===== src/rtl/alu_sequencer.sv =====
// alu_sequencer
//
// Initiator-side controller for a small combinational ALU. It holds a
// four-entry register file (R0..R3), accepts one 8-bit instruction at a time
// over a valid/ready handshake, drives the ALU opcode and operands for one
// EXEC cycle, and writes the ALU result back at the end of that cycle.
// Every instruction takes exactly three cycles: IDLE (accept), EXEC, WB.
//
// Instruction word: [7:5] op, [4:3] xx (dest / M1 select),
//                   [2:1] yy (M0 select), [0] reserved.
//
// Ports
//   clk, rst_n        : clock (rising edge), asynchronous active-low reset
//   instr             : instruction word, sampled only at the accept edge
//   instr_valid/ready : instruction handshake; ready only in IDLE
//   data_in           : operand for load, written directly (ALU bypassed)
//   alu_opcode        : ALU opcode, 000 outside EXEC and for load
//   alu_m1, alu_m0    : ALU operands, R[xx] / R[yy] in EXEC, 0 otherwise
//   alu_result        : ALU result, consumed at the edge ending EXEC
//   alu_zero          : ALU zero flag, consumed at the edge ending EXEC
//   data_out          : store data, held until the next store
//   data_out_valid    : one-cycle pulse in WB of a store
//   done              : one-cycle pulse in WB of every instruction
//   zero_flag         : registered status flag
//   dbg_sel, dbg_data : combinational register file read port
//
// State | Meaning
// ------+----------------------------------------------------------
// IDLE  | ready for an instruction; ALU inputs parked at zero
// EXEC  | ALU driven from latched instruction; write-back at exit edge
// WB    | done (and data_out_valid for store) pulse; ALU parked

module alu_sequencer #(
    parameter int DATA_W = 4
) (
    input  logic              clk,
    input  logic              rst_n,
    input  logic [7:0]        instr,
    input  logic              instr_valid,
    output logic              instr_ready,
    input  logic [DATA_W-1:0] data_in,
    output logic [2:0]        alu_opcode,
    output logic [DATA_W-1:0] alu_m1,
    output logic [DATA_W-1:0] alu_m0,
    input  logic [DATA_W-1:0] alu_result,
    input  logic              alu_zero,
    output logic [DATA_W-1:0] data_out,
    output logic              data_out_valid,
    output logic              done,
    output logic              zero_flag,
    input  logic [1:0]        dbg_sel,
    output logic [DATA_W-1:0] dbg_data
);

    localparam logic [2:0] OP_NOP   = 3'b000;
    localparam logic [2:0] OP_SET   = 3'b001;
    localparam logic [2:0] OP_INC   = 3'b010;
    localparam logic [2:0] OP_DEC   = 3'b011;
    localparam logic [2:0] OP_LOAD  = 3'b100;
    localparam logic [2:0] OP_STORE = 3'b101;
    localparam logic [2:0] OP_ADD   = 3'b110;
    localparam logic [2:0] OP_COPY  = 3'b111;

    typedef enum logic [1:0] {
        IDLE = 2'd0,
        EXEC = 2'd1,
        WB   = 2'd2
    } state_t;

    state_t            state;
    state_t            state_nxt;

    // Only bits [7:1] of the instruction carry meaning.
    logic [6:0]        ir;
    logic              unused_instr_bit;

    logic [DATA_W-1:0] regs [4];

    logic [2:0]        ir_op;
    logic [1:0]        ir_xx;
    logic [1:0]        ir_yy;

    logic              accept;
    logic              wr_en;
    logic [DATA_W-1:0] wr_data;
    logic              zf_upd;
    logic              store_cap;

    assign unused_instr_bit = instr[0];

    assign ir_op = ir[6:4];
    assign ir_xx = ir[3:2];
    assign ir_yy = ir[1:0];

    assign dbg_data = regs[dbg_sel];

    // ------------------------------------------------------------------
    // Next-state and output decode
    // ------------------------------------------------------------------
    always_comb begin
        state_nxt      = state;
        // ready is gated by rst_n so it reads 0 for the whole reset window
        // and rises as soon as reset is released.
        instr_ready    = 1'b0;
        alu_opcode     = OP_NOP;
        alu_m1         = '0;
        alu_m0         = '0;
        done           = 1'b0;
        data_out_valid = 1'b0;

        unique case (state)
            IDLE: begin
                instr_ready = rst_n;
                if (instr_valid) begin
                    state_nxt = EXEC;
                end
            end
            EXEC: begin
                // Load bypasses the ALU, so the ALU sees a nop.
                alu_opcode = (ir_op == OP_LOAD) ? OP_NOP : ir_op;
                alu_m1     = regs[ir_xx];
                alu_m0     = regs[ir_yy];
                state_nxt  = WB;
            end
            WB: begin
                done           = 1'b1;
                data_out_valid = (ir_op == OP_STORE);
                state_nxt      = IDLE;
            end
            default: begin
                state_nxt = IDLE;
            end
        endcase
    end

    // ------------------------------------------------------------------
    // Write-back decode, evaluated in EXEC only
    // ------------------------------------------------------------------
    assign accept = (state == IDLE) && instr_valid;

    always_comb begin
        wr_en     = 1'b0;
        wr_data   = alu_result;
        zf_upd    = 1'b0;
        store_cap = 1'b0;

        if (state == EXEC) begin
            unique case (ir_op)
                OP_NOP: begin
                end
                OP_LOAD: begin
                    wr_en   = 1'b1;
                    wr_data = data_in;
                end
                OP_STORE: begin
                    zf_upd    = 1'b1;
                    store_cap = 1'b1;
                end
                OP_SET, OP_INC, OP_DEC, OP_ADD, OP_COPY: begin
                    wr_en  = 1'b1;
                    zf_upd = 1'b1;
                end
                default: begin
                end
            endcase
        end
    end

    // ------------------------------------------------------------------
    // Sequential state
    // ------------------------------------------------------------------
    always_ff @(posedge clk or negedge rst_n) begin
        if (!rst_n) begin
            state <= IDLE;
        end else begin
            state <= state_nxt;
        end
    end

    always_ff @(posedge clk or negedge rst_n) begin
        if (!rst_n) begin
            ir <= '0;
        end else if (accept) begin
            ir <= instr[7:1];
        end
    end

    always_ff @(posedge clk or negedge rst_n) begin
        if (!rst_n) begin
            for (int i = 0; i < 4; i++) begin
                regs[i] <= '0;
            end
        end else if (wr_en) begin
            regs[ir_xx] <= wr_data;
        end
    end

    always_ff @(posedge clk or negedge rst_n) begin
        if (!rst_n) begin
            zero_flag <= 1'b0;
        end else if (zf_upd) begin
            zero_flag <= alu_zero;
        end
    end

    always_ff @(posedge clk or negedge rst_n) begin
        if (!rst_n) begin
            data_out <= '0;
        end else if (store_cap) begin
            data_out <= alu_result;
        end
    end

endmodule

===== config.mk =====
export PLATFORM = sky130hd
export DESIGN_NAME = alu_sequencer
export DESIGN_NICKNAME = d
export VERILOG_FILES = /design/src/rtl/alu_sequencer.sv
export SDC_FILE = /design/constraint.sdc
export NUM_CORES = 1
export LEC_CHECK = 0
export CAP_MARGIN = 30
export CORE_ASPECT_RATIO = 1.2
export CORE_MARGIN = 2
export CORE_UTILIZATION = 55
export CTS_BUF_LIST = sky130_fd_sc_hd__clkbuf_4
export DETAILED_ROUTE_END_ITERATION = 8
export DONT_BUFFER_PORTS = 1
export PLACE_DENSITY_LB_ADDON = 0.15
export REMOVE_ABC_BUFFERS = 1
export SLEW_MARGIN = 30
export SYNTH_ARGS = -nofsm -noshare
export SYNTH_HDL_FRONTEND = slang
export SYNTH_SLANG_ARGS = --single-unit

===== constraint.sdc =====
create_clock -name clk -period 1.74 [get_ports clk]
set_clock_uncertainty 0.05 [all_clocks]
set_input_delay 0.174 -clock clk [delete_from_list [all_inputs] [get_ports clk]]
set_output_delay 0.174 -clock clk [all_outputs]
set_load 0.005 [all_outputs]

# Word level (Yosys, flattened, before mapping)

Index checks and enable logic that the tools add are counted.

Bits in registers: 30
Bits of input ports: 22
Output and inout bits: 23
Word-level logic and storage cells: 59

$lt $le $gt $ge: 4
Eq/ne operators: 10
Multiplexer cells: 29
Bitwise gates (word level): 3
Reductions and logical operators: 5

Operator list:

| kind               | number |
|---|---|
| $mux 4             | 11 |
| $bmux 4 s2         | 3 |
| $bwmux 16          | 1 |
| $eq 3x3->1 const B | 4 |
| $reduce_or 6->1    | 2 |
| $ge 3x3->1 const B | 3 |
| $mux 1             | 9 |
| $not 2->3          | 3 |
| $demux 4 s2        | 1 |
| $eq 3x2->1 const B | 2 |
| $mux 3             | 2 |
| $pmux 2 s2         | 1 |
| $eq 3x1->1 const B | 1 |
| $lt 3x1->1 const B | 1 |
| $eq 2x1->1 const B | 1 |
| $eq 2x2->1 const B | 1 |
| $logic_and 1x1->1  | 2 |
| $logic_not 2->1    | 1 |
| $mux 2             | 1 |
| $ne 2x2->1 const B | 1 |

# Logic depth before layout (Yosys ltp)

Depth in word-level cells: 6
Depth in mapped cells: 5
Gate-level depth less buffers: 5

# Worst setup path after synthesis

Ideal clock, no wire load.

Path type: register -> register
Start: register ir[5]
End: register regs[2] (netlist name)
Setup time: 0.139 ns
Arrival: 1.409 ns
Data required time: 1.551 ns
Setup slack: 0.142 ns
Stages on the path, launching flop included: 6
Path buffers: 2
Clock period less this slack: 1.598 ns
Cells stage by stage: dfrtp_1 -> clkbuf_2 -> or4_4 -> buf_6 -> mux2i_4 -> o21ai_1

Longest elaborated chain between the ends: 4
Elaborated cells on any way between the ends: 12
Those cells by class: eq/ne: 6; mux: 5; reduce/logical: 1

Ends and longest elaborated chain:

| what                                                       | line     | source |
|---|---|---|
| from (decl)                                                | 74       | `logic [6:0] ir;` |
| from (signal assigned)                                     | 184      | `ir <= instr[7:1];` |
| $eq 3x3->1 (tied with other cells)                         | 148      | `unique case (ir_op)` |
| $reduce_or 6->1 (no source line) or $mux 4 (tied branches) | --       |  |
| $mux 1 or $mux 4 (tied branches)                           | 148, 147 |  |
| $mux 1 or $bwmux 16 (tied branches)                        | 147, 194 |  |
| to (signal, indexed assignment)                            | 194      | `regs[ir_xx] <= wr_data;` |
| to (decl)                                                  | 77       | `logic [DATA_W-1:0] regs [4];` |

Parallel ways exist; a longest one is shown, timed or not.
A chain may end at the register's enable or synchronous reset.

# Worst setup path after layout

Start: register state[1]
End: register regs[3] (netlist name)

Longest elaborated chain between the ends: 3
Elaborated cells on any way between the ends: 4
Those cells by class: eq/ne: 1; mux: 3

Ends and longest elaborated chain:

| what                   | line | source |
|---|---|---|
| from (decl)            | 70   | `state_t state;` |
| from (signal assigned) | 176  | `state <= state_nxt;` |
| $eq 2x1->1 (*)         | 147  | `if (state == EXEC) begin` |
| $mux 4                 | 147  |  |
| $bwmux 16              | 194  |  |

Every way passes the cells marked *; elsewhere a longest branch is shown, timed or not.

==> impl_table.tex <==
\begin{tabular}{lr}
\hline
Metric & Value \\
\hline
\multicolumn{2}{l}{\textbf{Place}} \\
\quad Post-place instance area & roughly 1600 um2 \\
\quad Number of input and output port buffers inserted & 0 \\
\quad HPWL after DPL & 2.39 mm \\
\quad Placer congestion estimate & 0.760 \\
\multicolumn{2}{l}{\textbf{Synth}} \\
\quad Yosys Warn Count & 0 \\
\quad Ranking of synthesized cells by area & sky130\_fd\_sc\_hd\_\_dfrtp\_1 47\%, sky130\_fd\_sc\_hd\_\_mux4\_2 17\%, sky130\_fd\_sc\_hd\_\_mux2\_2 6.3\%, sky130\_fd\_sc\_hd\_\_mux2i\_4 5.6\%, sky130\_fd\_sc\_hd\_\_o21ai\_1 5.0\% \\
\quad Gate count after technology mapping & roughly 130 \\
\quad Mean instance size in the synthesized netlist & around 12 um2 \\
\quad Number of register bits inferred by synthesis & 30 \\
\quad Sequential area share after synthesis & between 40 and 50\% \\
\quad Dominant cell type by area after synthesis & sky130\_fd\_sc\_hd\_\_dfrtp\_1 \\
\quad Cell area after synthesis & approximately 1600 um2 \\
\quad Portion of synthesized cell area occupied by the leading cell type & 47.0\% \\
\quad Number of unique standard cell types used by synthesis & 21 \\
\multicolumn{2}{l}{\textbf{Floorplanning}} \\
\quad I/O pin total & 45 \\
\quad Placeable core area & about 2800 um2 \\
\quad Floorplan die area & between 3000 and 4000 um2 \\
\quad Number of rows created at floorplan & 21 \\
\quad Die W & 53.2 um \\
\quad Die Ht & about 63 um \\
\quad Initial core utilization & about 57\% \\
\multicolumn{2}{l}{\textbf{Clock network}} \\
\quad \# clock sinks & 30 \\
\quad Clock-pin transition on the worst setup and hold timing paths & 0.09 ns \\
\quad Root buffer selected by CTS & sky130\_fd\_sc\_hd\_\_clkbuf\_4 \\
\quad Inserted Clock Buffers & 5 \\
\quad Htree depth & 2 \\
\quad Clk buf depth & 2 \\
\quad Clock insertion delay at the later pin of the skew report & between 0.3 and 0.4 ns \\
\quad CTS tree & yes \\
\multicolumn{2}{l}{\textbf{Power and ir drop}} \\
\quad LEAKAGE & about 0.8 nW \\
\quad Maximum vdd ir drop & 0.818 mV \\
\quad Total power per unit cell area & 1350 nW/um2 \\
\multicolumn{2}{l}{\textbf{Layout}} \\
\quad Proportion of layout cells with a drive suffix above 1 & 37.5\% \\
\quad Highest-count cells in the layout ignoring fill and taps & 27 x sky130\_fd\_sc\_hd\_\_dfrtp\_1, 19 x sky130\_fd\_sc\_hd\_\_nand2\_1, 15 x sky130\_fd\_sc\_hd\_\_dlygate4sd3\_1 \\
\quad Growth of design area from synthesis to finish & 20.3\% \\
\quad Final std cell area, no fill & roughly 1900 um2 \\
\quad Post-layout nets & approximately 170 \\
\quad Most common library cell in the layout ignoring fill and taps & sky130\_fd\_sc\_hd\_\_dfrtp\_1 \\
\quad Final Util & 69.0\% \\
\quad Final antenna diode count & 0 \\
\multicolumn{2}{l}{\textbf{Global routing}} \\
\quad Number of global-route vias before repair & about 1,200 \\
\quad GR Util All Layers & 22.3\% \\
\quad Number of antenna violations at the first check in global routing & 0 \\
\quad Largest net degree at the start of global routing & 31 \\
\quad First-pass GRT wire length & roughly 5.4 mm \\
\quad Gr ovfl total & 0 \\
\multicolumn{2}{l}{\textbf{Worst hold path}} \\
\quad Startpoint of the tightest hold check path & alu\_result[0] \\
\quad Terminating pin of the worst hold path & regs[4] \\
\quad Path type of the worst min-delay path & in2reg \\
\quad Number of cells on the worst hold path & 2 \\
\multicolumn{2}{l}{\textbf{Critical path}} \\
\quad Worst R2R Start & state[1] \\
\quad Endpoint of the most critical register-to-register path & regs[3] \\
\quad Data required time of the critical path & around 1.9 ns \\
\quad Critical Path AT & 1.87 ns \\
\quad Register-to-Register Setup Slack & 0.001 ns \\
\quad Slowest Stage Delay on Critical Path & $\sim$0.63 ns \\
\quad Maximum net fanout on the critical path & 4 \\
\quad Element type at the critical path start & register \\
\quad Worst r2r path cells & 4 \\
\quad Cell-by-cell trace of the critical path & nand2b\_4 > or4\_4 > mux2i\_4 > o21ai\_1 \\
\quad Critical path start-end classification & reg2reg \\
\quad Worst-path cell with the longest stage delay & sky130\_fd\_sc\_hd\_\_or4\_4 \\
\quad CP endpoint kind & register \\
\multicolumn{2}{l}{\textbf{Timing}} \\
\quad Actual transition at the worst max-transition pin & between 0.6 and 0.7 ns \\
\quad Final setup fails & 0 \\
\quad Period utilisation layout & $\sim$100\% \\
\quad Slew margin rel. & around three fifths \\
\quad Fin. max-slew vios & 0 \\
\quad RSZ-0062 raised after global routing & yes \\
\quad Minimum clock period & around 1.7 ns \\
\quad Hold Violations, Final & 1 \\
\quad Setup TNS Final & 0 ns \\
\quad Hold Slack & -0.00201 ns \\
\quad Achievable Freq & approximately 0.58 GHz \\
\multicolumn{2}{l}{\textbf{Run status}} \\
\quad Failing checks & hold timing \\
\quad Run status & complete, but fails checks \\
\multicolumn{2}{l}{\textbf{Drt}} \\
\quad Detailed-route vias per instance & 5.99 \\
\quad Number of vias in the routed layout & between 1,000 and 1,500 \\
\quad Starting DRC count in detailed routing & 34 \\
\quad Pre-antenna DRT Iters & 4 \\
\quad Final wirelength & 3.25 mm \\
\quad Number of routed nets with antenna violations & 0 \\
\quad Number of remaining DRC errors & 0 \\
\quad Post-detailed-route wirelength per cell & roughly 17 um \\
\multicolumn{2}{l}{\textbf{Flow run}} \\
\quad Number of maximum-capacitance constraint violations & 0 \\
\hline
\end{tabular}
## critical path, delay by kind of cell (launching register included)
family | cells | cell delay (ns)
mux | 1 | 0.28
flops | 1 | 0.40
simple gates | 2 | 0.78
compound gates | 1 | 0.09
## timing repair
| action | 4_1_cts | 5_1_grt |
|---|---|---|
| buffers inserted | 0 | 2 |
| pin swaps | 4 | 6 |
| resized for setup | 6 | 9 |
| hold buffers | 15 | 1 |
| setup endpoints to repair | 8 | 13 |
| endpoints found under the hold margin | 44 | 1 |
## state kept, by name, indices dropped and copies added, names as in the netlist
name	cells
regs	16
ir	7
data_out	4
state	2
zero_flag	1
## report_power, final
part	switching, mW	leakage, nW	internal (mW)
sequential	0.325	0.359	0.989
clock	0.225	0.0308	0.145
combinational	0.327	0.413	0.576
total	0.877	0.803	1.71
## layout make-up
class / count / area (um2)
Clock buffer: 5 / 37.5
Clock inverter: 2 / 10.0
Fill cell: 225 / 863
Inverter: 4 / 15.0
Multi-Input combinational cell: 88 / 840
Sequential cell: 30 / 754
Tap cell: 34 / 42.5
Timing Repair Buffer: 23 / 223
## how the worst max path moves through the flow
| stage | startpoint | endpoint | slack [ns] | cells past startpoint |
|---|---|---|---|---|
| floorplan | state[0] | ir[0] | 0.05 | 2 |
| global placement | state[1] | regs[6] | 0.10 | 4 |
| detailed placement | state[1] | regs[7] | 0.07 | 4 |
| CTS | ir[2] | alu_m1[0] | -0.007 | 2 |
| global route | ir[2] | alu_m1[3] | -0.05 | 2 |
| finish | state[1] | regs[3] | 0.001 | 4 |
## through the flow
stage	instances	hold slack, ns	setup WS [ns]	power, mW
detailed placement	161	-0.171	0.0707	2.11
global placement	161	-0.171	0.102	2.05
global route	186	0.00114	-0.0483	2.76
CTS	183	0.00320	-0.00743	2.55
finish	186	-0.00201	0.00144	2.59
floorplan	122	-0.172	0.0454	1.89
## per-layer routing
layer  part of all wire, %  GRT usage (%)  vias to the layer above  wire [um]
met3                   6.3           3.59                        5        204
met1                    39           27.6                      546       1280
met5                     0              0                        -          0
met4                   1.8           8.65                        0         57
li1                      -              -                      517          -
met2                    53           37.7                       46       1710
## cells in the mapped netlist (all sizes together)
library cell   n
and2          10
mux2i          4
o2111ai        4
nand2         19
nand3b         1
xor2           1
nor2b          1
buf            1
dfrtp         30
nor2           2
mux2           9
nand2b         1
mux4          12
inv            4
o21ai         20
nor3b          3
or4            1
clkbuf         5
## cell families (layout without fill, tap and decap cells)
logic type,count (synthesis),in the layout,synth area share [%]
XOR/XNOR,1,1,0.548
flip-flops,30,30,47.0
buffers and inverters,10,34,2.90
multiplexers,25,25,28.9
AND/OR/NAND/NOR,38,38,12.2
AO/OA/AOI/OAI,24,24,8.46
(Power assumes the default switching activity.)
